### src/rtl/spi_axi_frame.sv
// SPI mode-0 slave front end: synchronises the SPI pins into aclk, assembles 16-bit words and
// decodes each CS frame into an AXI write/read request; read data is shifted back on MISO.
module spi_axi_frame #(
    parameter int unsigned SYNC_STAGES = 2,
    parameter int unsigned ADDR_WIDTH  = 12
) (
    input  logic                  aclk,
    input  logic                  areset,
    input  logic                  spi_sck,
    input  logic                  spi_csn,
    input  logic                  spi_mosi,
    output logic                  spi_miso,
    output logic                  spi_miso_oe,
    output logic [ADDR_WIDTH-1:0] axi_wr_addr,
    output logic [31:0]           axi_wr_data,
    output logic                  axi_wr_en,
    output logic [ADDR_WIDTH-1:0] axi_rd_addr,
    output logic                  axi_rd_en,
    input  logic [31:0]           axi_rd_data,
    output logic                  stat_frame_err
);

    typedef enum logic [2:0] {
        StIdle, StCmd, StWrH, StWrL, StRdDummy, StRdH, StRdL, StDrain
    } state_e;

    state_e state_q, state_d;

    logic [SYNC_STAGES-1:0] sck_sync_q, csn_sync_q, mosi_sync_q;
    logic                   sck_hist_q, csn_hist_q;
    logic                   sck_s, csn_s, mosi_s;
    logic                   capture, launch, csn_fall, csn_rise, active, word_done;
    logic [3:0]             bitcnt_q;
    logic [14:0]            rx_q;
    logic [15:0]            rx_next;
    logic [31:0]            tx_q;
    logic                   load_pend_q;
    logic [ADDR_WIDTH-1:0]  cmd_addr_q, wr_addr_q, rd_addr_q;
    logic [15:0]            data_hi_q;
    logic [31:0]            wr_data_q;
    logic                   wr_en_q, rd_en_q, frame_err_q;

    assign sck_s  = sck_sync_q[SYNC_STAGES-1];
    assign csn_s  = csn_sync_q[SYNC_STAGES-1];
    assign mosi_s = mosi_sync_q[SYNC_STAGES-1];

    always_comb begin
        capture   = sck_s & ~sck_hist_q & ~csn_s;
        launch    = ~sck_s & sck_hist_q & ~csn_s;
        csn_fall  = csn_hist_q & ~csn_s;
        csn_rise  = ~csn_hist_q & csn_s;
        active    = (state_q != StIdle);
        rx_next   = {rx_q, mosi_s};
        word_done = active & capture & (bitcnt_q == 4'd15);
    end

    always_comb begin
        state_d = state_q;
        if (csn_rise) begin
            state_d = StIdle;
        end else if (!active) begin
            if (csn_fall) state_d = StCmd;
        end else if (word_done) begin
            case (state_q)
                StCmd: begin
                    if (rx_next[13:12] == 2'b11)      state_d = StWrH;
                    else if (rx_next[13:12] == 2'b10) state_d = StRdDummy;
                    else                              state_d = StDrain;
                end
                StWrH:     state_d = StWrL;
                StWrL:     state_d = StDrain;
                StRdDummy: state_d = StRdH;
                StRdH:     state_d = StRdL;
                StRdL:     state_d = StDrain;
                default:   state_d = state_q;
            endcase
        end
    end

    // csn sync flops reset low so a frame in progress across reset never looks like a new start
    always_ff @(posedge aclk) begin
        if (areset) begin
            sck_sync_q  <= '0;
            csn_sync_q  <= '0;
            mosi_sync_q <= '0;
            sck_hist_q  <= 1'b0;
            csn_hist_q  <= 1'b0;
            state_q     <= StIdle;
        end else begin
            sck_sync_q  <= {sck_sync_q[SYNC_STAGES-2:0], spi_sck};
            csn_sync_q  <= {csn_sync_q[SYNC_STAGES-2:0], spi_csn};
            mosi_sync_q <= {mosi_sync_q[SYNC_STAGES-2:0], spi_mosi};
            sck_hist_q  <= sck_s;
            csn_hist_q  <= csn_s;
            state_q     <= state_d;
        end
    end

    always_ff @(posedge aclk) begin
        if (areset) begin
            bitcnt_q    <= '0;
            rx_q        <= '0;
            tx_q        <= '0;
            load_pend_q <= 1'b0;
            cmd_addr_q  <= '0;
            wr_addr_q   <= '0;
            rd_addr_q   <= '0;
            data_hi_q   <= '0;
            wr_data_q   <= '0;
            wr_en_q     <= 1'b0;
            rd_en_q     <= 1'b0;
            frame_err_q <= 1'b0;
        end else begin
            wr_en_q     <= 1'b0;
            rd_en_q     <= 1'b0;
            frame_err_q <= 1'b0;
            if (csn_rise) begin
                frame_err_q <= (bitcnt_q != 4'd0);
                bitcnt_q    <= '0;
                rx_q        <= '0;
                tx_q        <= '0;
                load_pend_q <= 1'b0;
            end else if (active) begin
                if (capture) begin
                    rx_q     <= rx_next[14:0];
                    bitcnt_q <= bitcnt_q + 4'd1;
                end
                if (word_done) begin
                    case (state_q)
                        StCmd: begin
                            cmd_addr_q <= rx_next[ADDR_WIDTH-1:0];
                            if (rx_next[13:12] == 2'b10) begin
                                rd_addr_q <= rx_next[ADDR_WIDTH-1:0];
                                rd_en_q   <= 1'b1;
                            end
                        end
                        StWrH: data_hi_q <= rx_next;
                        StWrL: begin
                            wr_addr_q <= cmd_addr_q;
                            wr_data_q <= {data_hi_q, rx_next};
                            wr_en_q   <= 1'b1;
                        end
                        StRdDummy: load_pend_q <= 1'b1;
                        default: ;
                    endcase
                end
                // Zero-fill shifting leaves tx_q clear once all 32 read bits have gone out
                if (launch) begin
                    if (load_pend_q) begin
                        tx_q        <= axi_rd_data;
                        load_pend_q <= 1'b0;
                    end else begin
                        tx_q <= {tx_q[30:0], 1'b0};
                    end
                end
            end
        end
    end

    assign spi_miso       = tx_q[31];
    assign spi_miso_oe    = ~csn_s & active;
    assign axi_wr_addr    = wr_addr_q;
    assign axi_wr_data    = wr_data_q;
    assign axi_wr_en      = wr_en_q;
    assign axi_rd_addr    = rd_addr_q;
    assign axi_rd_en      = rd_en_q;
    assign stat_frame_err = frame_err_q;

endmodule

### config.mk
export PLATFORM = sky130hd
export DESIGN_NAME = spi_axi_frame
export DESIGN_NICKNAME = d
export VERILOG_FILES = /design/src/rtl/spi_axi_frame.sv
export SDC_FILE = /design/constraint.sdc
export NUM_CORES = 1
export LEC_CHECK = 0
export CAP_MARGIN = 20
export CORE_UTILIZATION = 40
export DETAILED_ROUTE_END_ITERATION = 10
export PLACE_DENSITY = 0.72
export RECOVER_POWER = 50
export REMOVE_ABC_BUFFERS = 1
export SLEW_MARGIN = 5
export SYNTH_ARGS = -nofsm -noshare
export SYNTH_HDL_FRONTEND = slang
export SYNTH_SLANG_ARGS = --single-unit
### constraint.sdc
create_clock -name aclk -period 1.9 [get_ports aclk]
set_clock_uncertainty 0.1 [all_clocks]
set_input_delay 0.57 -clock aclk [delete_from_list [all_inputs] [get_ports aclk]]
set_output_delay 0.57 -clock aclk [all_outputs]
set_load 0.01 [all_outputs]
==> reports/results.txt <==
Status = finished clean
Global-route wire length before repair = 22580 microns
Fin nets = 760
CTS tree = built
Layout Area Growth over Synthesis = 28.42%
Final period util = 0.9760
Average cell area after synthesis = 9.996 sq um
Num rows = 45
Initial DRC count = 225
Post-synthesis async set-or-reset flop share = 0
Commonest cells post-synth = dfxtp_1, nand2b_1, mux2i_1
Cell Area, Synth = 6317 sq um
Final worst path period need = 1.854 ns
Cell count after placement = 913
Initial antenna violation count = 0
Synthesis-stage register bit count = 150
Routed vias/inst = 5.046
Core area = 15310 sq um
Yosys top cell area share = 0.4753
Root buf cell = clkbuf_16
Post-synth EDFFs = 0
Clock tree buffer depth = 2
Die Y = 127.7 microns
PortBufs = 97
Share of layout cells above drive strength 1 = 0.1450
Transition time of the tightest slew-check pin = 1.119 ns
Vias in the first global route = 4616
Clk sinks = 150
Max Cap Viol = 0
Hold Crit Class = register to register
Die Wd = 127.7 microns
Synth area leader = dfxtp_1
DP HPWL = 9079 microns
Antenna diodes = 0
Residual DRC = 0
VDD IR max = 0.6222 mV
Htree depth = 4
RSZ-0062 raised after global routing = true
Cells after Synth = 632
Pwr Total = 0.006688 W
Worst setup SP type = register
Clk slew on worst S/H paths = 0.06 ns
Initial Util = 0.4125
Fin. Hold Viols = 0
Pleak = 3.540 nW
GRT Util Overall = 0.1760
Warnings from Yosys = 0
Setup Total Neg Slack = 0 ns
Postcts setup bufs = 0
Fin cells = 942
Critical path data arrival time = 1.18 ns
DRT Wirelength = 13830 microns
Via count = 4753
Num ports = 98
Crit Path Max Fanout = 5
Max_slew headroom = 0.2540
Count of final setup violators = 0
Number of CTS-inserted buffers = 17
Synth area leaders = dfxtp_1, mux2i_1, nand2b_1
P per Cell Area = 824.4 nW/um^2
Routability cong. = 0.7711
Gr ovfl total = 0
Crit. End Element = output port
Clock latency at the later pin of the worst-skew pair = 0.41 ns
Antenna-violating nets left = 0
TritonRoute pass-1 iters = 4
Sequential share of the synthesized area = 0.4753
Pins Over Slew Limit = 0
Cell with the most instances after synthesis = dfxtp_1
Top_reg_cell synth = dfxtp_1
Critical path type = register to output port
Worst Path Required = 1.23 ns
Yosys cell types = 35
Die area = 16300 sq um
Largest net degree at the start of global routing = 50
FMAX = 0.5393 GHz
Drt wl/cell = 14.68 microns
Hold-fix buffers at CTS = 0
## metal layers
metal | wire length, microns | track usage | up-vias
li1 | - | - | 2372
met3 | 845 | 0.05927 | 10
met4 | 102 | 0.05813 | 0
met5 | 0 | 0 | -
met1 | 6452 | 0.2204 | 2257
met2 | 6431 | 0.2845 | 114
## final cells by class
cell class | count | area [sq um]
Timing Repair Buffer | 129 | 1184
Tap cell | 211 | 264.0
Clock inverter | 7 | 96.34
Inverter | 35 | 131.4
Multi-Input combinational cell | 388 | 2947
Fill cell | 1367 | 7202
Sequential cell | 150 | 3007
Clock buffer | 22 | 484.2
## worst paths after layout
kind	start	end	slack, ns	depth (start not counted)
hold reg to reg	csn_sync_q[0]$_SDFF_PP0_	csn_sync_q[1]$_SDFF_PP0_	0.34	1
setup reg to reg	sck_sync_q[1]$_SDFF_PP0_	data_hi_q[5]$_SDFFE_PP0P_	0.06	4
setup / recovery	state_q[2]$_SDFFE_PP0P_	spi_miso_oe	0.05	3
hold / removal	csn_sync_q[0]$_SDFF_PP0_	csn_sync_q[1]$_SDFF_PP0_	0.34	1
## registers in the layout (all words and copies together) (netlist names), 3 cells and up
| register | flops |
|---|---|
| axi_rd_addr | 12 |
| axi_wr_addr | 12 |
| axi_wr_data | 32 |
| bitcnt_q | 4 |
| cmd_addr_q | 12 |
| data_hi_q | 16 |
| rx_q | 15 |
| state_q | 3 |
| tx_q | 32 |
## cell usage in the layout (no fill, tap or decap), types with 3 or more instances in the layout
cell / Yosys / routed
inv_1: 35 / 35
clkbuf_8: 0 / 4
nor2b_1: 7 / 7
a211oi_1: 33 / 33
nand3_1: 19 / 19
buf_12: 0 / 5
a31oi_1: 3 / 3
mux2i_1: 85 / 84
dfxtp_2: 0 / 3
mux2_2: 31 / 31
nor4_1: 31 / 31
clkinvlp_4: 0 / 3
buf_4: 0 / 22
or4_1: 3 / 3
a21oi_1: 20 / 20
dfxtp_1: 150 / 147
dlygate4sd2_1: 0 / 60
nor2_1: 8 / 8
nand2b_1: 105 / 103
clkdlybuf4s50_1: 0 / 35
o31ai_1: 3 / 3
o21ai_0: 17 / 17
clkbuf_16: 0 / 17
## cell families after synthesis
kind of cell / synth area share
DFF: 0.4753
and+or+nand+nor: 0.1903
buffers and inverters: 0.06377
adders and majority gates: 0.003961
muxes: 0.1899
AOI/OAI and AO/OA: 0.07665
## timing repair
| action | 4_1_cts | 5_1_grt |
|---|---|---|
| hold endpoints to repair | 0 | 0 |
| gates resized for setup | 69 | 11 |
| endpoints found under the setup margin | 74 | 62 |
| pin swaps | 1 | 1 |
## critical path, cell delays in order (launching register included)
cell	delay (ns)
dfxtp_2	0.35
nor3_4	0.21
nor2_1	0.06
buf_2	0.15
## per-stage QoR
| step | util | hold slack [ns] | area [sq um] | worst slack (ns) |
|---|---|---|---|---|
| final | 0.5297 | 0.3390 | 8113 | 0.04562 |
| after global routing | 0.5297 | 0.3572 | 8113 | -0.02010 |
| after CTS | 0.5289 | 0.3450 | 8100 | 0.01140 |
| after detailed placement | 0.4949 | 0.3323 | 7579 | -0.03733 |
| after global placement | 0.4949 | 0.3247 | 7579 | 0.001750 |
| after floorplan | - | 0.3138 | 6046 | -2.236 |
## power by group
group          internal [W]  switching [W]
Sequential          0.00316     0.00000461
Combinational      0.000129       0.000118
Clock               0.00205        0.00123
Power figures use the tool's default switching activity.
